### src/rtl/bht_predictor.sv
// Parametrised branch history table: bimodal or gshare indexing, saturating
// counters, speculative global history with mispredict repair, perf counters.
module bht_predictor #(
   parameter int ENTRIES   = 64,
   parameter int CTR_BITS  = 2,
   parameter int GHR_BITS  = 0,
   parameter int CNT_WIDTH = 32,
   localparam int IDX_BITS = $clog2(ENTRIES),
   localparam int GW       = (GHR_BITS > 0) ? GHR_BITS : 1
) (
   input  logic                 clk,
   input  logic                 reset,
   input  logic                 if_valid_i,
   input  logic [31:0]          if_pc_i,
   output logic                 pred_taken_o,
   output logic [GW-1:0]        pred_ghr_o,
   input  logic                 upd_valid_i,
   input  logic [31:0]          upd_pc_i,
   input  logic                 upd_taken_i,
   input  logic [GW-1:0]        upd_ghr_i,
   input  logic                 upd_mispredict_i,
   output logic [CNT_WIDTH-1:0] branch_count_o,
   output logic [CNT_WIDTH-1:0] mispredict_count_o
);

   // Weakly not-taken: 0 followed by all ones.
   localparam logic [CTR_BITS-1:0] CTR_INIT = CTR_BITS'((1 << (CTR_BITS - 1)) - 1);
   localparam logic [CTR_BITS-1:0] CTR_MAX  = '1;
   localparam logic [CNT_WIDTH-1:0] CNT_MAX = '1;

   logic [CTR_BITS-1:0]  table_q [ENTRIES];
   logic [GW-1:0]        ghr_q;
   logic [IDX_BITS-1:0]  lk_hist;
   logic [IDX_BITS-1:0]  up_hist;
   logic [IDX_BITS-1:0]  lk_idx;
   logic [IDX_BITS-1:0]  up_idx;
   logic [CTR_BITS-1:0]  lk_ctr;
   logic [CTR_BITS-1:0]  up_ctr;
   logic [CTR_BITS-1:0]  up_ctr_nxt;
   logic [CNT_WIDTH-1:0] branch_cnt_q;
   logic [CNT_WIDTH-1:0] mispred_cnt_q;
   logic                 repair;

   // History is zero-extended into the index; bimodal leaves it all zero.
   always_comb begin
      lk_hist = '0;
      up_hist = '0;
      if (GHR_BITS > 0) begin
         lk_hist[GW-1:0] = ghr_q;
         up_hist[GW-1:0] = upd_ghr_i;
      end
   end

   assign lk_idx = if_pc_i[IDX_BITS+1:2] ^ lk_hist;
   assign up_idx = upd_pc_i[IDX_BITS+1:2] ^ up_hist;

   assign lk_ctr       = table_q[lk_idx];
   assign pred_taken_o = lk_ctr[CTR_BITS-1];
   assign pred_ghr_o   = ghr_q;

   assign up_ctr = table_q[up_idx];
   assign repair = upd_valid_i & upd_mispredict_i;

   always_comb begin
      up_ctr_nxt = up_ctr;
      if (upd_taken_i) begin
         if (up_ctr != CTR_MAX) begin
            up_ctr_nxt = up_ctr + CTR_BITS'(1);
         end
      end else if (up_ctr != '0) begin
         up_ctr_nxt = up_ctr - CTR_BITS'(1);
      end
   end

   always_ff @(posedge clk or posedge reset) begin
      if (reset) begin
         for (int unsigned i = 0; i < ENTRIES; i++) begin
            table_q[i] <= CTR_INIT;
         end
      end else if (upd_valid_i) begin
         table_q[up_idx] <= up_ctr_nxt;
      end
   end

   generate
      if (GHR_BITS > 0) begin : g_ghr
         logic [GW-1:0] ghr_nxt;

         // Repair wins over the speculative shift of a same-cycle lookup.
         always_comb begin
            ghr_nxt = ghr_q;
            if (repair) begin
               ghr_nxt = (upd_ghr_i << 1) | GW'(upd_taken_i);
            end else if (if_valid_i) begin
               ghr_nxt = (ghr_q << 1) | GW'(pred_taken_o);
            end
         end

         always_ff @(posedge clk or posedge reset) begin
            if (reset) begin
               ghr_q <= '0;
            end else begin
               ghr_q <= ghr_nxt;
            end
         end
      end else begin : g_no_ghr
         assign ghr_q = '0;
      end
   endgenerate

   always_ff @(posedge clk or posedge reset) begin
      if (reset) begin
         branch_cnt_q  <= '0;
         mispred_cnt_q <= '0;
      end else begin
         if (upd_valid_i && branch_cnt_q != CNT_MAX) begin
            branch_cnt_q <= branch_cnt_q + CNT_WIDTH'(1);
         end
         if (repair && mispred_cnt_q != CNT_MAX) begin
            mispred_cnt_q <= mispred_cnt_q + CNT_WIDTH'(1);
         end
      end
   end

   assign branch_count_o     = branch_cnt_q;
   assign mispredict_count_o = mispred_cnt_q;

   // PC offset and high bits are deliberately ignored (aliasing allowed).
   logic unused_bits;
   assign unused_bits = ^{if_pc_i[31:IDX_BITS+2], if_pc_i[1:0],
                          upd_pc_i[31:IDX_BITS+2], upd_pc_i[1:0],
                          upd_ghr_i, if_valid_i};

endmodule

### config.mk
export PLATFORM = sky130hd
export DESIGN_NAME = bht_predictor
export DESIGN_NICKNAME = d
export VERILOG_FILES = /design/src/rtl/bht_predictor.sv
export SDC_FILE = /design/constraint.sdc
export NUM_CORES = 1
export LEC_CHECK = 0
export ABC_CLOCK_PERIOD_IN_PS = 6500
export CAP_MARGIN = 10
export CORE_AREA = 4 4 145 147
export CTS_CLUSTER_DIAMETER = 80
export DETAILED_ROUTE_END_ITERATION = 12
export DIE_AREA = 0 0 149 151
export PLACE_DENSITY = 0.76
export SYNTH_ARGS = -nofsm -noshare
export SYNTH_HDL_FRONTEND = slang
export SYNTH_SLANG_ARGS = --single-unit
export TNS_END_PERCENT = 1
### constraint.sdc
create_clock -name clk -period 6.5 [get_ports clk]
set_input_delay 1.3 -clock clk [delete_from_list [all_inputs] [get_ports clk]]
set_output_delay 1.3 -clock clk [all_outputs]
set_load 0.1 [all_outputs]
==> impl_metrics.ini <==
[run_status]
status = finished clean

[timing]
fin_crit_sh = 0.822
holdWs_ns = 0.471
grt_setup_unrepaired = false
worst_pin_slew_ns = 1.17
finalCriticalPeriod_ns = 5.35
fin_tns_setup_ns = 0
report.final.hold_viol_count = 0
maxSlewHeadroom = 0.223
skew_ns = 0.0157
slew_violations = 0
worst_slack_ns = 1.15
fmax_mhz = 187
finalSetupViolCount = 0

[yosys]
synthTopCellsByCount = nand2_1, dfrtp_1, o21ai_0, dfstp_2, o21ai_2
yosys.area.top_type = dfrtp_1
ys_ff_latch = 192
synth_nets = 1015
ys_warn_count = 0
syn-mean-instance-area_um2 = 10.4
async_flop_share = 1.00
synth.most_common_cell = nand2_1
synth_area_um2 = 9790
synth.distinct_cells = 61
ys_top_cells_by_area = dfrtp_1, dfstp_2, nand2_1
syn_inst = 942
synth-main-ff-cell = dfrtp_1
yosysSeqAreaShare = 0.499
synth_edf_count = 0
netlist.area_leader.share = 0.327

[drt]
antenna_left = 0
drtIter0Drc = 524
routed_wl_mm = 22.9
detailroute.via_count = 7417
drc = 0
dr.pass1.iters = 5
wl_per_cell_um = 17.6
viasPerCell = 5.72

[clock_tree]
cts_tree = built
clock-root-buffer = clkbuf_16
ctsResizeCount = 0
cts.sinks = 192
postCtsSetupBuffers = 0
cts_buffer_depth = 2
postCtsHoldBufs = 0
h-tree-depth = 4
clock_latency_ns = 0.44
cts_buffers = 17
clk_pin_slew_worst_paths_ns = 0.07

[pwr]
comb_power_share = 0.233
p_leak_nw = 4.65
peakVddDrop_mv = 0.399
p_sw_mw = 1.12
p_clk_frac = 0.311
p_int_mw = 2.08
p_seq_frac = 0.456
finalPower_mw = 3.20
powerDensity_nw_per_um2 = 282
swShare = 0.350

[setup_path]
path_cells = clkdlybuf4s50_1 > mux4_2 > mux4_2 > mux4_2 > buf_4
crit_type = input port to output pin
crit_family = multiplexers
cp_num_buf_inv = 2
required_ns = 5.20
cp_max_fo = 16
cp-start-kind = input port
cpMaxStageDelayCell = clkdlybuf4s50_1
cp.arrival_ns = 4.05
end_kind = output pin
r2r_end = table_q[122]
crit_cells = 5
r2r-start = table_q[104]
r2r_cells = 7
rrSetupSlack_ns = 3.23
critPathLaunch = if_pc_i[3]
critical_path.endpoint = pred_taken_o
slowest_delay_ns = 1.07
crit_top_cell = mux4_2

[grt]
grt_pass1_wl_mm = 38.3
grt_overflow = 0
grt_use_total = 0.213
grt_max_degree = 144
antenna_found_initial = 0
first_global_vias = 7467

[die]
core_um2 = 19900
rows = 52
die_h_um = 151
chipWidth_um = 149
die_area_um2 = 22500
ioPinCount = 137
initial_core_util = 0.492

[run]
drv_cap = 0

[place]
post-dp-hpwl_mm = 15.2
globalplace.congestion = 0.832
dp_slack_ns = 1.17
io_buffers = 81

[finish]
layout.nets = 1086
antennaDiodeCount = 0
drive_gt1_frac = 0.221
syn_to_final_growth_pct = 16.0

[worst_hold_path]
worstHoldPathType = register to register
holdPathStages = 2
[flip-flops by register name, summed over array words and instances, names as in the netlist]
name                count
branch_count_o         32
mispredict_count_o     32
table_q               128
[cell type report]
type | count | area [um^2]
Clock buffer | 18 | 429
Clock inverter | 14 | 120
Fill cell | 1725 | 8550
Inverter | 13 | 56.3
Multi-Input combinational cell | 696 | 4640
Sequential cell | 192 | 4880
Tap cell | 270 | 338
Timing Repair Buffer | 93 | 888
[stage by stage]
step	cell area [um^2]	utilization	instances
detailed placement	10800	0.543	1264
floorplan	9790	-	942
CTS	11400	0.571	1296
global route	11400	0.571	1296
global placement	10800	0.543	1264
finish	11400	0.571	1296
[how the worst min path moves through the flow]
stage / from / end / slack, ns
after floorplan: table_q[36] / table_q[36] / 0.45
after global placement: table_q[92] / table_q[92] / 0.46
after detailed placement: table_q[58] / table_q[58] / 0.46
after CTS: table_q[58] / table_q[58] / 0.47
after global routing: table_q[78] / table_q[78] / 0.49
final: table_q[116] / table_q[116] / 0.47
[worst min-delay path, stage by stage, from the launching register on]
cell and delay (ns):
dfstp_2 0.37, nand2_1 0.06, o21ai_2 0.05
[cells in the final DEF, fill, tap and decap left out, drive strengths merged, types with 7 or more instances in the layout]
master / n
inv: 22
dfrtp: 128
mux2i: 17
and3: 16
nand4: 17
mux2: 14
nor2: 35
mux4: 33
dfstp: 64
o22ai: 10
xnor2: 35
nand3: 27
xor2: 25
o21ai: 131
buf: 15
and4: 7
nand2: 237
clkdlybuf4s50: 78
nor4: 7
nor3: 13
clkbuf: 18
[kinds of logic after synthesis]
kind of cell / share of synthesized area
and+or+nand+nor: 0.183
DFF: 0.499
AOI/OAI and AO/OA: 0.121
muxes: 0.110
xor gates and xnor gates: 0.0537
buffers and inverters: 0.0284
adders and majority gates: 0.00473
other: 0.000383
[metal layers]
layer / share of wire / vias up / GRT usage
li1: - / 3483 / -
met1: 0.43 / 3632 / 0.290
met2: 0.48 / 269 / 0.339
met3: 0.074 / 33 / 0.0497
met4: 0.017 / 0 / 0.0696
met5: 0 / - / 0
[power by group through the flow]
stage | clock network (mW) | logic [mW] | registers, mW
final | 0.996 | 0.745 | 1.46
after global routing | 1.06 | 0.799 | 1.48
after CTS | 1.02 | 0.751 | 1.46
after detailed placement | 0 | 0.750 | 1.48
after global placement | 0 | 0.738 | 1.47
after floorplan | 0 | 0.320 | 1.72
No activity file was read; power rests on OpenSTA's default activity.
